**config.mk**
```make
export PLATFORM = sky130hd
export DESIGN_NAME = seg_disp_arb
export DESIGN_NICKNAME = d
export VERILOG_FILES = /design/src/rtl/seg_pkg.sv /design/src/rtl/rr_pick.sv /design/src/rtl/seg_disp_arb.sv
export SDC_FILE = /design/constraint.sdc
export NUM_CORES = 1
export LEC_CHECK = 0
export CORE_UTILIZATION = 25
export DETAILED_ROUTE_END_ITERATION = 7
export PLACE_DENSITY_LB_ADDON = 0.05
export REMOVE_ABC_BUFFERS = 1
export SLEW_MARGIN = 10
export SYNTH_ARGS = -nofsm -noshare
export SYNTH_HDL_FRONTEND = slang
export SYNTH_HIERARCHICAL = 1
export SYNTH_SLANG_ARGS = --single-unit
```
**constraint.sdc**
```tcl
create_clock -name clk -period 5.12 [get_ports clk]
set_clock_uncertainty 0.2 [all_clocks]
set_input_delay 0.512 -clock clk [delete_from_list [all_inputs] [get_ports clk]]
set_output_delay 0.512 -clock clk [all_outputs]
set_load 0.1 [all_outputs]
```
**src/rtl/seg_pkg.sv**
```systemverilog
// seg_pkg: shared types and widths for the seven-segment display sharing logic.
package seg_pkg;
    typedef enum logic [1:0] {ARB, GRANT, HOLD} state_t;
    localparam int DIGITS = 8;
    localparam int NIB_W = 4;
    localparam int DP_W = 3;
    localparam int DATA_W = DIGITS * NIB_W;
endpackage

```
**src/rtl/rr_pick.sv**
```systemverilog
// rr_pick: combinational round-robin picker; first set request at or above ptr (mod N) wins.
module rr_pick #(
    parameter int N = 2
) (
    input  logic [N-1:0] req,
    input  logic [1:0]   ptr,
    output logic [N-1:0] gnt,
    output logic [1:0]   idx
);
    always_comb begin
        idx = '0;
        // scanning downward lets the closest requester to ptr overwrite the others
        for (int k = N - 1; k >= 0; k--) begin
            if (req[(int'(ptr) + k) % N]) idx = 2'((int'(ptr) + k) % N);
        end
        gnt = N'(|req) << idx;
    end
endmodule

```
**src/rtl/seg_disp_arb.sv**
```systemverilog
// seg_disp_arb: round-robin arbiter with minimum dwell sharing the 8-digit display.
// Define SEG_DISP_ARB_IDLE_BLANK_EN to blank the digits after IDLE_TIMEOUT idle ARB cycles.
import seg_pkg::*;
module seg_disp_arb #(
    parameter int N_REQ = 2,
    parameter int HOLD_CYCLES = 1000,
    parameter int IDLE_TIMEOUT = 50_000_000
) (
    input  logic                  clk,
    input  logic                  rst,
    input  logic [N_REQ-1:0]      req_valid,
    input  logic [N_REQ*32-1:0]   req_data,
    input  logic [N_REQ*DP_W-1:0] req_dp,
    input  logic [N_REQ*8-1:0]    req_en,
    output logic [N_REQ-1:0]      ack,
    output logic [DATA_W-1:0]     disp_data,
    output logic [DP_W-1:0]       disp_dp,
    output logic [DIGITS-1:0]     disp_en,
    output logic [1:0]            owner,
    output logic                  busy
);
    localparam int HW = $clog2(HOLD_CYCLES + 1);
    state_t state, state_nxt;
    logic [1:0] rr_ptr, idx;
    logic [N_REQ-1:0] gnt;
    logic [HW-1:0] hold_cnt;
    logic take;
    rr_pick #(.N(N_REQ)) u_pick (.req(req_valid), .ptr(rr_ptr), .gnt(gnt), .idx(idx));
    assign take = (state == ARB) && (|req_valid);
    assign busy = (state != ARB);
    always_comb begin
        state_nxt = state;
        case (state)
            ARB:     state_nxt = take ? GRANT : ARB;
            GRANT:   state_nxt = HOLD;
            HOLD:    state_nxt = (hold_cnt == HW'(HOLD_CYCLES - 1)) ? ARB : HOLD;
            default: state_nxt = ARB;
        endcase
    end
`ifdef SEG_DISP_ARB_IDLE_BLANK_EN
    localparam int IW = $clog2(IDLE_TIMEOUT + 1);
    logic [IW-1:0] idle_cnt;
    logic idle_hit;
    assign idle_hit = (state == ARB) && !take && (idle_cnt == IW'(IDLE_TIMEOUT - 1));
    always_ff @(posedge clk or posedge rst) begin
        if (rst) idle_cnt <= '0;
        else if (take) idle_cnt <= '0;
        else if (state == ARB && idle_cnt != IW'(IDLE_TIMEOUT)) idle_cnt <= idle_cnt + 1'b1;
    end
`else
    logic idle_hit;
    assign idle_hit = 1'b0;
`endif
    always_ff @(posedge clk or posedge rst) begin
        if (rst) begin
            state     <= ARB;
            rr_ptr    <= '0;
            hold_cnt  <= '0;
            ack       <= '0;
            disp_data <= '0;
            disp_dp   <= '0;
            disp_en   <= '0;
            owner     <= '0;
        end else begin
            state    <= state_nxt;
            ack      <= take ? gnt : '0;
            hold_cnt <= (state == HOLD) ? hold_cnt + 1'b1 : '0;
            if (take) begin
                rr_ptr    <= (idx == 2'(N_REQ - 1)) ? 2'd0 : idx + 2'd1;
                owner     <= idx;
                disp_data <= req_data[32*int'(idx) +: 32];
                disp_dp   <= req_dp[DP_W*int'(idx) +: DP_W];
                disp_en   <= req_en[8*int'(idx) +: 8];
            end else if (idle_hit) begin
                disp_en <= '0;
            end
        end
    end
endmodule

```
==> report_table.html <==
<table>
<tr><th>Metric</th><th>Value</th></tr>
<tr><th colspan="2">Run status</th></tr>
<tr><td>Result of the run</td><td>finished clean</td></tr>
<tr><th colspan="2">Route</th></tr>
<tr><td>Post-route antenna net violation count</td><td>0</td></tr>
<tr><td>Remaining design rule violation count</td><td>0</td></tr>
<tr><td>Met3 wire length</td><td>between 700 and 800 µm</td></tr>
<tr><td>Vias</td><td>2674</td></tr>
<tr><td>Routed WL</td><td>slightly above 9000 µm</td></tr>
<tr><td>Number of detailed-route iterations in the first pass</td><td>4</td></tr>
<tr><td>Met2 wire length</td><td>roughly 4400 µm</td></tr>
<tr><td>Via density per instance</td><td>~5</td></tr>
<tr><td>Top Layer Used</td><td>met4</td></tr>
<tr><td>Violation count after the first detailed-routing iteration</td><td>150</td></tr>
<tr><td>Routed len/inst</td><td>about 17 µm</td></tr>
<tr><td>M1 wire length</td><td>between 4000 and 5000 µm</td></tr>
<tr><th colspan="2">Worst setup path</th></tr>
<tr><td>Slowest CP cell</td><td>sky130_fd_sc_hd__a21boi_4</td></tr>
<tr><td>Crit-path cells</td><td>clkdlybuf4s50_1, a21boi_4, buf_4, mux2i_1, o41ai_1</td></tr>
<tr><td>R2r endpoint</td><td>disp_data[6]</td></tr>
<tr><td>Worst-path fanout max</td><td>27</td></tr>
<tr><td>Flop-to-flop setup slack</td><td>2510 ps</td></tr>
<tr><td>Destination of the critical timing path</td><td>disp_data[6]</td></tr>
<tr><td>Type of the setup path with the least slack</td><td>in -&gt; reg</td></tr>
<tr><td>Crit path arrival time</td><td>2940 ps</td></tr>
<tr><td>Logic depth of the worst path, buffers included</td><td>5</td></tr>
<tr><td>Worst setup EP type</td><td>flip-flop</td></tr>
<tr><td>Required time at the endpoint of the critical path</td><td>approximately 5100 ps</td></tr>
<tr><td>Worst flop-to-flop path startpoint</td><td>rr_ptr[0]</td></tr>
<tr><td>Family of cells with the greatest summed delay on the critical path</td><td>compound AO/OA/AOI/OAI gates</td></tr>
<tr><td>Launch point of the worst path</td><td>req_valid[1]</td></tr>
<tr><td>Critical Path Start Type</td><td>input port</td></tr>
<tr><td>Number of cells traversed by the worst register-to-register path</td><td>5</td></tr>
<tr><td>Worst path bufs/invs</td><td>2</td></tr>
<tr><td>Delay contributed by the slowest stage of the critical path</td><td>920 ps</td></tr>
<tr><th colspan="2">Placement</th></tr>
<tr><td>Last weighted congestion value of the routability-driven placer</td><td>0.6811</td></tr>
<tr><td>Number of buffer cells added on primary ports</td><td>between 100 and 150</td></tr>
<tr><td>Cell total after placement</td><td>530</td></tr>
<tr><td>Detailed Place HPWL</td><td>a little over 6000 µm</td></tr>
<tr><td>Placement-stage cell area</td><td>between 0.004 and 0.005 mm²</td></tr>
<tr><th colspan="2">Floorplan</th></tr>
<tr><td>Number of placed I/O pins</td><td>~140</td></tr>
<tr><td>Die extent in x</td><td>about 110 µm</td></tr>
<tr><td>Core Area</td><td>~0.012 mm²</td></tr>
<tr><td>Die area</td><td>between 0.01 and 0.015 mm²</td></tr>
<tr><td>Vertical extent of the die</td><td>113.0 µm</td></tr>
<tr><td>Std cell rows</td><td>40</td></tr>
<tr><td>Initial cell density of the core</td><td>around 26%</td></tr>
<tr><th colspan="2">STA</th></tr>
<tr><td>Slew at the pin with the worst max-slew slack</td><td>between 1000 and 1500 ps</td></tr>
<tr><td>Sum of negative setup slack</td><td>0 ps</td></tr>
<tr><td>Setup violations, final</td><td>0</td></tr>
<tr><td>Final hold violation count</td><td>0</td></tr>
<tr><td>Setup repair after global routing missed its margin</td><td>false</td></tr>
<tr><td>Final critical-path share of the clock period</td><td>between 50% and 60%</td></tr>
<tr><td>Max-slew violation total from the final report</td><td>0</td></tr>
<tr><td>Final min period</td><td>about 3000 ps</td></tr>
<tr><td>Highest achievable clock rate</td><td>between 300 and 400 MHz</td></tr>
<tr><td>Worst slew slack as a fraction of its limit</td><td>24.33%</td></tr>
<tr><th colspan="2">GRT</th></tr>
<tr><td>Overall track demand over capacity in global routing</td><td>roughly 15%</td></tr>
<tr><td>First-pass GRT wire length</td><td>14410 µm</td></tr>
<tr><td>Vias in the first global route</td><td>between 2000 and 3000</td></tr>
<tr><td>Pin count of the biggest net entering global routing</td><td>88</td></tr>
<tr><td>Global-route congestion overflow total</td><td>0</td></tr>
<tr><td>Initial antenna violation count</td><td>0</td></tr>
<tr><th colspan="2">Clocking</th></tr>
<tr><td>Largest buffer count on any clock path</td><td>2</td></tr>
<tr><td>CTS Root Buffer Type</td><td>sky130_fd_sc_hd__clkbuf_16</td></tr>
<tr><td>CTS clock-pin slew for the worst setup and hold paths</td><td>about 50 ps</td></tr>
<tr><td>Depth of the CTS H-tree</td><td>3</td></tr>
<tr><td>Postcts setup bufs</td><td>0</td></tr>
<tr><td>Worst-skew pair later-pin latency</td><td>around 320 ps</td></tr>
<tr><td>Hold_buf cts</td><td>0</td></tr>
<tr><td>Cts repair resizes</td><td>0</td></tr>
<tr><td>CTS tree</td><td>built</td></tr>
<tr><td>Number of buffers created by CTS</td><td>9</td></tr>
<tr><td>Total number of clock tree sinks</td><td>60</td></tr>
<tr><th colspan="2">Power</th></tr>
<tr><td>Maximum vdd drop</td><td>around 0.20 mV</td></tr>
<tr><td>Total power density per cell area</td><td>approximately 650 mW/mm²</td></tr>
<tr><td>Final total power</td><td>around 3.1 mW</td></tr>
<tr><td>Static leakage</td><td>about 1.9 nW</td></tr>
<tr><th colspan="2">Layout</th></tr>
<tr><td>Cell Count, Final, Fillers Out</td><td>544</td></tr>
<tr><td>Synthesis-to-finish area growth</td><td>55.04%</td></tr>
<tr><td>Share of layout cells above drive strength 1</td><td>approximately 7.8%</td></tr>
<tr><td>Diodes inserted</td><td>0</td></tr>
<tr><td>Filler cells</td><td>~1200</td></tr>
<tr><td>Fin area</td><td>around 0.0048 mm²</td></tr>
<tr><td>Final #Nets</td><td>about 490</td></tr>
<tr><td>Fraction of the core area covered by cells at the end of the flow</td><td>between 30 and 40%</td></tr>
<tr><th colspan="2">Yosys</th></tr>
<tr><td>Number of instances in the synthesized netlist</td><td>~270</td></tr>
<tr><td>Count of warnings emitted by yosys</td><td>6</td></tr>
<tr><td>Area of the mapped netlist</td><td>0.003078 mm²</td></tr>
<tr><td>Average cell area after synthesis</td><td>roughly 11 µm²</td></tr>
<tr><th colspan="2">Worst hold path</th></tr>
<tr><td>Min-delay worst type</td><td>reg -&gt; reg</td></tr>
<tr><th colspan="2">Flow run</th></tr>
<tr><td>Reported max-cap violation count</td><td>0</td></tr>
</table>
[worst register-to-register path: cells and delay by family (launching register included)]
family / cells / cell delay (ps)
flops: 1 / 380
buf+inv: 2 / 620
compound gates: 2 / 1150
mux: 1 / 150
[per-layer routing]
metal / vias up / global-route usage, %
met5: - / 0
met4: 0 / 4.211
met3: 6 / 6.481
met2: 98 / 24.94
met1: 1281 / 17.44
li1: 1289 / -
[worst min-delay path by stage]
stage | from | end | cells after the start
after floorplan | hold_cnt[0] | hold_cnt[0] | 1
after global placement | hold_cnt[0] | hold_cnt[0] | 1
after detailed placement | hold_cnt[0] | hold_cnt[0] | 1
after CTS | hold_cnt[0] | hold_cnt[0] | 1
after global routing | hold_cnt[0] | hold_cnt[0] | 1
final | hold_cnt[0] | hold_cnt[0] | 1
[sequential cells by signal (all words and copies together), names as in the netlist]
name and cells:
owner 2, disp_dp 3, rr_ptr 1, hold_cnt 10
ack 2, state 2, disp_en 8, disp_data 32
[per-stage QoR]
stage	hold WS, ps	setup WS (ps)
floorplan	232.9	674.7
global placement	254.4	1902
detailed placement	263.9	1786
CTS	271.8	2131
global route	291.3	1993
finish	263.2	2189
[cells in the final DEF (no fill, tap or decap), types with 2 or more instances in the layout]
cell                              instances
sky130_fd_sc_hd__or4_1                    2
sky130_fd_sc_hd__buf_4                    4
sky130_fd_sc_hd__o21ai_0                 42
sky130_fd_sc_hd__nor2_4                   2
sky130_fd_sc_hd__nor2_1                   4
sky130_fd_sc_hd__nand2_1                  3
sky130_fd_sc_hd__o41ai_1                 38
sky130_fd_sc_hd__clkbuf_8                 3
sky130_fd_sc_hd__nand4_1                  2
sky130_fd_sc_hd__mux2i_1                 44
sky130_fd_sc_hd__clkinv_2                 2
sky130_fd_sc_hd__o41ai_2                  5
sky130_fd_sc_hd__o21ai_1                  5
sky130_fd_sc_hd__nand3_1                  3
sky130_fd_sc_hd__clkbuf_16                9
sky130_fd_sc_hd__or3_1                    3
sky130_fd_sc_hd__xor2_1                   2
sky130_fd_sc_hd__clkdlybuf4s50_1        137
sky130_fd_sc_hd__mux2_2                   2
sky130_fd_sc_hd__a21oi_1                  5
sky130_fd_sc_hd__inv_1                    4
sky130_fd_sc_hd__and2_1                   3
sky130_fd_sc_hd__dfrtp_1                 60
sky130_fd_sc_hd__o31ai_1                  3
[report_power, final]
group | leakage (nW) | total [mW] | switching, mW | internal (mW)
registers | 0.787 | 0.702 | 0.0753 | 0.626
clock network | 0.140 | 0.563 | 0.204 | 0.359
logic | 1.01 | 1.85 | 1.39 | 0.459
total | 1.94 | 3.11 | 1.67 | 1.44
[cell type report]
cell class,count,area (µm²),area share (%)
inverter,5,18.77,0.3933
timing repair buffer,141,1401,29.37
clock inverter,2,10.01,0.2098
clock buffer,12,266.5,5.585
tap,147,183.9,3.854
multi-input combinational,177,1390,29.13
sequential,60,1501,31.46
Power figures use the tool's default switching activity.
